--- src/rtl/uartm_tx_sched.sv ---
// uartm_tx_sched: AHB-lite read sequencer and round-robin arbiter for the
// UART-master TX path. Each granted burst issues one single-word AHB read per
// word and then waits for the TX frame to finish before the next read.
//
// Optional feature macro: UARTM_SCHED_GAP_EN adds the uartm_gap input and a
// GAP state that inserts uartm_gap idle cycles after every frame.
//
// Handshake: an AHB transfer is accepted in the cycle where htrans=NONSEQ and
// hready=1; its data phase completes in the next cycle with hready=1, and
// hresp is sampled only in that cycle. req is a level request; a burst is
// committed in ARB and always runs to its done pulse.
//
// Frame timing: the DATA completion cycle is the first frame-timer cycle, so
// FRAME lasts (baud+1)*plw-1 cycles. Together with the ADDR and NEXT cycles
// the read-to-read spacing is (baud+1)*plw + 2 with zero wait states.
// The bit timer and bit counter avoid any multiplier.

module uartm_tx_sched #(
  parameter int NREQ = 2,
  parameter int LENW = 16
) (
  input  logic                 hclk,
  input  logic                 hresetn,
  input  logic [NREQ-1:0]      req,
  input  logic [NREQ*32-1:0]   req_addr,
  input  logic [NREQ*LENW-1:0] req_len,
  output logic [NREQ-1:0]      grant,
  output logic [NREQ-1:0]      done,
  output logic                 busy,
  output logic                 err,
  output logic [31:0]          haddr,
  output logic [1:0]           htrans,
  output logic                 hwrite,
  output logic [2:0]           hsize,
  input  logic                 hready,
  input  logic                 hresp,
  input  logic [31:0]          uartm_baud,
  input  logic [7:0]           uartm_plw,
`ifdef UARTM_SCHED_GAP_EN
  input  logic [7:0]           uartm_gap,
`endif
  output logic [2:0]           dbg_state
);

  localparam int IW = (NREQ > 1) ? $clog2(NREQ) : 1;

  localparam logic [2:0] S_IDLE  = 3'd0;
  localparam logic [2:0] S_ARB   = 3'd1;
  localparam logic [2:0] S_ADDR  = 3'd2;
  localparam logic [2:0] S_DATA  = 3'd3;
  localparam logic [2:0] S_FRAME = 3'd4;
  localparam logic [2:0] S_GAP   = 3'd5;
  localparam logic [2:0] S_NEXT  = 3'd6;
  localparam logic [2:0] S_DONE  = 3'd7;

  localparam logic [1:0] HTRANS_IDLE   = 2'b00;
  localparam logic [1:0] HTRANS_NONSEQ = 2'b10;

  logic [2:0]      state_q, state_d;
  logic [IW-1:0]   last_q, last_d;
  logic [IW-1:0]   owner_q, owner_d;
  logic [NREQ-1:0] grant_q, grant_d;
  logic            busy_q, busy_d;
  logic            abort_q, abort_d;
  logic [31:0]     addr_q, addr_d;
  logic [LENW-1:0] len_q, len_d;
  logic [31:0]     btmr_q, btmr_d;
  logic [7:0]      bcnt_q, bcnt_d;
`ifdef UARTM_SCHED_GAP_EN
  logic [7:0]      gcnt_q, gcnt_d;
`endif

  logic [IW:0]     shamt;
  logic [NREQ-1:0] rot;
  logic            pick_found;
  logic [IW-1:0]   pick_idx;
  int              pick_tmp;
  logic [31:0]     sel_addr;
  logic [LENW-1:0] sel_len;
  logic            frame_end;

  // Round-robin pick: rotate req so the requester after last_grant is bit 0.
  always_comb begin
    shamt      = {1'b0, last_q} + {{IW{1'b0}}, 1'b1};
    rot        = NREQ'({req, req} >> shamt);
    pick_found = 1'b0;
    pick_idx   = '0;
    pick_tmp   = 0;
    for (int k = 0; k < NREQ; k++) begin
      if (!pick_found && rot[k]) begin
        pick_found = 1'b1;
        pick_tmp   = int'(last_q) + 1 + k;
        if (pick_tmp >= NREQ) pick_tmp = pick_tmp - NREQ;
        pick_idx   = IW'(pick_tmp);
      end
    end
    sel_addr = '0;
    sel_len  = '0;
    for (int i = 0; i < NREQ; i++) begin
      if (pick_idx == IW'(i)) begin
        sel_addr = req_addr[i*32 +: 32];
        sel_len  = req_len[i*LENW +: LENW];
      end
    end
  end

  // Frame ends on the last bit-timer tick of the last bit.
  always_comb begin
    frame_end = (btmr_q == uartm_baud) &&
                (({1'b0, bcnt_q} + 9'd1) >= {1'b0, uartm_plw});
  end

  // Sequencer next-state and datapath.
  always_comb begin
    state_d = state_q;
    last_d  = last_q;
    owner_d = owner_q;
    grant_d = grant_q;
    busy_d  = busy_q;
    abort_d = abort_q;
    addr_d  = addr_q;
    len_d   = len_q;
    btmr_d  = btmr_q;
    bcnt_d  = bcnt_q;
`ifdef UARTM_SCHED_GAP_EN
    gcnt_d  = gcnt_q;
`endif
    case (state_q)
      S_IDLE: begin
        if (|req) state_d = S_ARB;
      end
      S_ARB: begin
        if (pick_found) begin
          owner_d = pick_idx;
          grant_d = NREQ'(1) << pick_idx;
          busy_d  = 1'b1;
          abort_d = 1'b0;
          addr_d  = {sel_addr[31:2], 2'b00};
          len_d   = sel_len;
          state_d = (sel_len == '0) ? S_DONE : S_ADDR;
        end else begin
          state_d = S_IDLE;
        end
      end
      S_ADDR: begin
        if (hready) state_d = S_DATA;
      end
      S_DATA: begin
        if (hready) begin
          if (hresp) begin
            abort_d = 1'b1;
            state_d = S_DONE;
          end else begin
            // This cycle already counts as frame-timer cycle 0.
            if (uartm_baud == 32'd0) begin
              btmr_d = 32'd0;
              bcnt_d = 8'd1;
            end else begin
              btmr_d = 32'd1;
              bcnt_d = 8'd0;
            end
            state_d = S_FRAME;
          end
        end
      end
      S_FRAME: begin
        if (btmr_q == uartm_baud) begin
          btmr_d = 32'd0;
          bcnt_d = bcnt_q + 8'd1;
        end else begin
          btmr_d = btmr_q + 32'd1;
        end
        if (frame_end) begin
`ifdef UARTM_SCHED_GAP_EN
          if (uartm_gap != 8'd0) begin
            gcnt_d  = 8'd0;
            state_d = S_GAP;
          end else begin
            state_d = S_NEXT;
          end
`else
          state_d = S_NEXT;
`endif
        end
      end
      S_GAP: begin
`ifdef UARTM_SCHED_GAP_EN
        gcnt_d = gcnt_q + 8'd1;
        if (({1'b0, gcnt_q} + 9'd1) >= {1'b0, uartm_gap}) state_d = S_NEXT;
`else
        state_d = S_NEXT;
`endif
      end
      S_NEXT: begin
        len_d   = len_q - LENW'(1);
        addr_d  = addr_q + 32'd4;
        state_d = (len_q == LENW'(1)) ? S_DONE : S_ADDR;
      end
      S_DONE: begin
        grant_d = '0;
        busy_d  = 1'b0;
        abort_d = 1'b0;
        last_d  = owner_q;
        state_d = S_IDLE;
      end
      default: state_d = S_IDLE;
    endcase
  end

  // State registers; asynchronous reset drops any burst in flight.
  always_ff @(posedge hclk or negedge hresetn) begin
    if (!hresetn) begin
      state_q <= S_IDLE;
      last_q  <= IW'(NREQ - 1);
      owner_q <= '0;
      grant_q <= '0;
      busy_q  <= 1'b0;
      abort_q <= 1'b0;
      addr_q  <= '0;
      len_q   <= '0;
      btmr_q  <= '0;
      bcnt_q  <= '0;
`ifdef UARTM_SCHED_GAP_EN
      gcnt_q  <= '0;
`endif
    end else begin
      state_q <= state_d;
      last_q  <= last_d;
      owner_q <= owner_d;
      grant_q <= grant_d;
      busy_q  <= busy_d;
      abort_q <= abort_d;
      addr_q  <= addr_d;
      len_q   <= len_d;
      btmr_q  <= btmr_d;
      bcnt_q  <= bcnt_d;
`ifdef UARTM_SCHED_GAP_EN
      gcnt_q  <= gcnt_d;
`endif
    end
  end

  // Outputs are decoded from registers only.
  always_comb begin
    grant     = grant_q;
    done      = (state_q == S_DONE) ? grant_q : '0;
    err       = (state_q == S_DONE) && abort_q;
    busy      = busy_q;
    haddr     = addr_q;
    htrans    = (state_q == S_ADDR) ? HTRANS_NONSEQ : HTRANS_IDLE;
    hwrite    = 1'b0;
    hsize     = 3'b010;
    dbg_state = state_q;
  end

endmodule

--- config.mk ---
export PLATFORM = sky130hd
export DESIGN_NAME = uartm_tx_sched
export DESIGN_NICKNAME = d
export VERILOG_FILES = /design/src/rtl/uartm_tx_sched.sv
export SDC_FILE = /design/constraint.sdc
export NUM_CORES = 1
export LEC_CHECK = 0
export ABC_AREA = 1
export BUFFER_PORTS_ARGS = -buffer_cell sky130_fd_sc_hd__buf_2
export CAP_MARGIN = 0
export CORE_ASPECT_RATIO = 0.8
export CORE_UTILIZATION = 50
export CTS_CLUSTER_DIAMETER = 80
export CTS_CLUSTER_SIZE = 14
export DETAILED_ROUTE_END_ITERATION = 8
export GPL_ROUTABILITY_DRIVEN = 0
export GPL_TIMING_DRIVEN = 0
export PLACE_DENSITY = 0.75
export REMOVE_ABC_BUFFERS = 1
export SYNTH_ARGS = -nofsm -noshare
export SYNTH_HDL_FRONTEND = slang
export SYNTH_SLANG_ARGS = --single-unit
--- constraint.sdc ---
create_clock -name hclk -period 2.1 [get_ports hclk]
set_clock_uncertainty 0.05 [all_clocks]
set_input_delay 0.315 -clock hclk [delete_from_list [all_inputs] [get_ports hclk]]
set_output_delay 0.315 -clock hclk [all_outputs]
set_load 0.005 [all_outputs]
=== Word-level counts from Yosys, hierarchy flattened ===
Cells that the tools add are included.

* Bits in registers: 97
* Input bits: 142
* Output and inout port bits: 47
* Word-level logic and storage cells: 102

* Add/sub/neg operators: 10
* $lt $le $gt $ge: 3
* Equality and inequality tests: 17
* Shifts and indexed selects: 2
* Mux-type cells: 41
* Reduce and logical (&&, ||, !) cells: 19

{| class="wikitable"
|+ Operator list
! cell !! number
|-
| 32-bit two-way mux || 5
|-
| 32-bit case mux with 2 select lines || 2
|-
| 32-bit by 1-bit adder with 32-bit output, second input constant || 1
|-
| 32-bit by 3-bit adder with 32-bit output, second input constant || 1
|-
| 32-bit == test || 1
|-
| 32-bit zero test || 1
|-
| 16-bit two-way mux || 2
|-
| 16-bit case mux with 2 select lines || 1
|-
| 8-bit two-way mux || 3
|-
| 3-bit case mux with 8 select lines || 1
|-
| 3-bit two-way mux || 7
|-
| 16-bit by 1-bit == test with 1-bit output, second input constant || 1
|-
| 16-bit zero test || 1
|-
| 2-bit != test, second input constant || 8
|-
| 8-bit case mux with 2 select lines || 1
|-
| 16-bit by 1-bit subtractor with 16-bit output, second input constant || 1
|-
| 3-bit == test, second input constant || 4
|-
| 1-bit two-way mux || 12
|-
| 4-bit AND reduction || 3
|-
| 8-bit by 1-bit adder with 9-bit output, second input constant || 1
|-
| 9-bit by 8-bit >= comparator with 1-bit output || 1
|-
| 8-bit by 1-bit adder with 8-bit output, second input constant || 1
|-
| 2-bit two-way mux || 4
|-
| 3-bit by 2-bit == test with 1-bit output, second input constant || 2
|-
| 19 further kinds || 27
|}

=== Longest topological paths before layout ===
* Depth after elaboration: 11
* Gate-level depth with buffers: 16
* Depth with buffers taken out: 16

=== Least setup slack after synthesis ===
Ideal clock, no wire load.

* Path kind: reg2reg
* Start point: reg bcnt_q[0]
* End point: reg state_q[2], in the netlist dbg_state[2]
* Library setup time: 117 ps
* Data arrival time: 1849 ps
* Data required time: 1933 ps
* Slack: 84 ps
* Stages on the path, launching flop included: 13
* Path buffers: 0
* Clock period less this slack: 2016 ps
* Path through: dfrtp_1 > nand3_1 > nor3b_1 > nand3_1 > xnor2_1 > ha_1 > nand4_1 > nor3_1 > nand2_1 > nand3_1 > nand2_1 > nand2_1 > nand2_1

* Word-level cells in the longest chain between the ends: 5

{| class="wikitable"
|+ RTL lines
! what !! RTL line !! RTL
|-
| start, declared || 68 || <nowiki>logic [7:0] bcnt_q, bcnt_d;</nowiki>
|-
| start signal, assigned || 236 || <nowiki>bcnt_q <= bcnt_d;</nowiki>
|-
| 8-bit by 1-bit adder with 9-bit output || 110 || <nowiki>(({1'b0, bcnt_q} + 9'd1) >= {1'b0, uartm_plw});</nowiki>
|-
| 9-bit by 8-bit >= comparator with 1-bit output || 110 ||
|-
| 1-bit logical AND || 109 || <nowiki>frame_end = (btmr_q == uartm_baud) &&</nowiki>
|-
| 2-bit != test (no line) || n/a ||
|-
| 4-bit AND reduction (no line) || n/a ||
|-
| end signal, assigned || 227 || <nowiki>state_q <= state_d;</nowiki>
|-
| end, declared || 59 || <nowiki>logic [2:0] state_q, state_d;</nowiki>
|}

Every way passes these cells.
A chain may end at the register's enable or synchronous reset.

=== Final worst setup path ===
Same ends and word-level chain as after synthesis.

==> metrics.cfg <==
[outcome]
status = finished, violations left
violations = negative setup slack

[grt]
antenna_found_initial = 0
grt_pass1_vias = 7773
overflow = 0
grt.total_usage = 0.317
grt_pass1_wl_mm = 39.3
grt_max_degree = 66

[clocking]
h-tree-depth = 3
clk_latency_ns = 0.36
clkSinkCount = 95
cts_tree = built
cts_buffer_depth = 2
cts_root_buffer = clkbuf_16
cts_buffers = 9
clk_pin_slew_ns = 0.07

[sta]
setup_violations = 3
worst_pin_slew_ns = 0.707
rsz0062_at_grt = true
relSlewSlack = 0.528
period_share = 1.04
fmax_mhz = 459
fin_ws_ns = -0.0769
setup-tns-final_ns = -0.176
maxSlewViolCount = 0
layout_min_cycle_time_ns = 2.18
final_hold_viol_count = 0

[floorplanning]
fp-row-count = 40
ios = 189
coreArea_mm2 = 0.0150
die_width_um = 140
initial_core_util = 0.511
fp.dieH_um = 113
dieArea_mm2 = 0.0158

[critical_path]
crit_fanout = 3
crit_slowest_cell = dfrtp_2
startpoint_type = register
endpoint_kind = register
rrSetupSlack_ns = -0.08
worstReg2RegEnd = dbg_state[2]
max_stage_delay_ns = 0.44
path_buf_inv = 3
cp_data_required_time_ns = 2.30
crit_end = dbg_state[2]
path_cells = nand3_4 > nor3b_4 > buf_4 > xnor2_2 > inv_2 > ha_4 > nand2_2 > inv_2 > nand3_4 > nand3b_1 > nand3_2 > nand2_1 > nand2_1 > nand2_1
path_common_cell = nand2_1
criticalPathCategory = register to register
setup.worst_path.start = bcnt_q[0]
critical_path.top_delay_family = simple AND/OR/NAND/NOR gates
cp_num_cells = 14
worstReg2RegStart = bcnt_q[0]
arrival_ns = 2.38
reg2reg_depth = 14

[pwr]
power_density_mw_per_mm2 = 1080
leakagePower_nw = 4.64
power.total_w = 0.0104
max-vdd-ir-drop_v = 0.000592

[yosys]
ys_seq_area_frac = 0.311
synth-edff-count = 0
synth_area_mm2 = 0.00764
synth_top_area_cell = dfrtp_1
yosys-top-cells-area = dfrtp_1 (31%), nand2_1 (18%), nor2_1 (8.7%)
synth_most_common_cell = nand2_1
syn_inst = 1202
yosys_warnings = 0
ys_ff_latch = 95
yosys_most_used_dff = dfrtp_1
syn_area_per_cell_um2 = 6.36
ys_async_sr_fraction = 1.00
synth.distinct_cells = 45
ys_top_cells_by_count = nand2_1 (367), nor2_1 (177), inv_1 (127), dfrtp_1 (94), nand3_1 (77)
synth_top_area_frac = 0.308

[route]
postRouteAntennaNets = 0
drc = 0
drt_iter0_drc = 930
via_per_inst = 5.47
drt_wl_total_mm = 25.2
via_count = 8733
wire_per_inst_um = 15.8
dr.pass1.iters = 7

[cells_and_area]
drive_above_1_share = 0.232
syn2layout_area_growth_pct = 26.0
final_area_mm2 = 0.00963
nets = 1557

[worst_hold_path]
worstHoldPathCells = 3
min_path_type = primary input to register

[placed_design]
dp_hpwl_mm = 16.4
place_area_mm2 = 0.00861
io_buffers = 177

[flow_run]
drv_cap = 0

## flip-flops by register name, summed over array words and instances (netlist names)
register and cells:
dbg_state 3, btmr_q 32, bcnt_q 8, haddr 30, len_q 16, last_q 1, owner_q 1, busy 1
grant 2, abort_q 1
## cell usage in the layout, fill, tap and decap left out, drive strengths merged, types with 2 or more instances in the layout
cell type,count
clkbuf,12
o21ai,84
buf,214
a31oi,8
inv,138
xnor2,21
o211ai,12
nand3b,5
a21oi,31
conb,7
o221ai,5
o31ai,3
dfrtp,94
ha,13
nand3,79
xor2,29
nor2,187
o22ai,5
o21bai,7
nand4,17
nor4,5
clkinvlp,3
or2,4
nand2,374
nor3b,2
nor3,38
## how the worst min path moves through the flow
stage | slack [ns] | end | from
final | 0.21 | haddr[7] | req_addr[39]
after global routing | 0.21 | haddr[7] | req_addr[39]
after CTS | 0.20 | haddr[2] | req_addr[34]
after detailed placement | 0.25 | btmr_q[23] | hresetn
after global placement | 0.41 | busy | busy
after floorplan | -0.03 | abort_q | hresetn
## stage by stage
step           hold WS [ns]  instances  utilization  setup WS (ns)
6_report              0.209       1597        0.644        -0.0769
5_1_grt               0.210       1596        0.643         -0.255
4_1_cts               0.201       1585        0.623        -0.0355
3_5_place_dp          0.249       1535        0.575          -1.48
3_3_place_gp          0.410       1534        0.573          -2.24
2_1_floorplan       -0.0306       1168            -         -0.686
## per-layer routing
metal / routed length (µm) / global-route usage / vias up
li1: - / - / 4260
met1: 11400 / 0.457 / 4001
met2: 10900 / 0.478 / 432
met3: 2420 / 0.0704 / 40
met4: 484 / 0.0813 / 0
met5: 0 / 0 / -
## tightest hold or removal path, cell delays in order
cell and delay, ns:
buf_2 0.08, o21bai_1 0.06, a31oi_1 0.12
## where the power goes
group	switching, W	internal (W)
logic	0.00322	0.00191
registers	0.000925	0.00254
clock network	0.000761	0.00102
total	0.00491	0.00547
## cell families (layout without fill, tap and decap cells)
logic type / after synthesis / after routing / share of synthesized area
adder cells (fa/ha/maj): 13 / 13 / 0.0213
AO/OA/AOI/OAI: 158 / 159 / 0.122
buffers and inverters: 177 / 370 / 0.0962
AND/OR/NAND/NOR: 706 / 712 / 0.389
other: 2 / 8 / 0.000982
multiplexers: 1 / 1 / 0.00131
XOR/XNOR: 50 / 50 / 0.0573
flip-flops: 95 / 95 / 0.311
## layout make-up
cell class | instances | area, µm²
multi-input cells | 942 | 4900
clock inverters | 4 | 52.6
inverters | 138 | 556
diodes | 1 | 2.50
flip-flops and latches | 95 | 2380
repair buffers | 215 | 1220
clock buffers | 12 | 267
well taps | 189 | 236
fillers | 1370 | 5330
repair inverters | 1 | 8.76
## timing repair
action	4_1_cts	5_1_grt
setup buffers	27	9
setup endpoints to repair	89	48
pin swaps	21	20
resized for setup	31	44
cloned	6	2
hold endpoints to repair	30	0
hold buffers	1	0
Power figures use the tool's default switching activity.
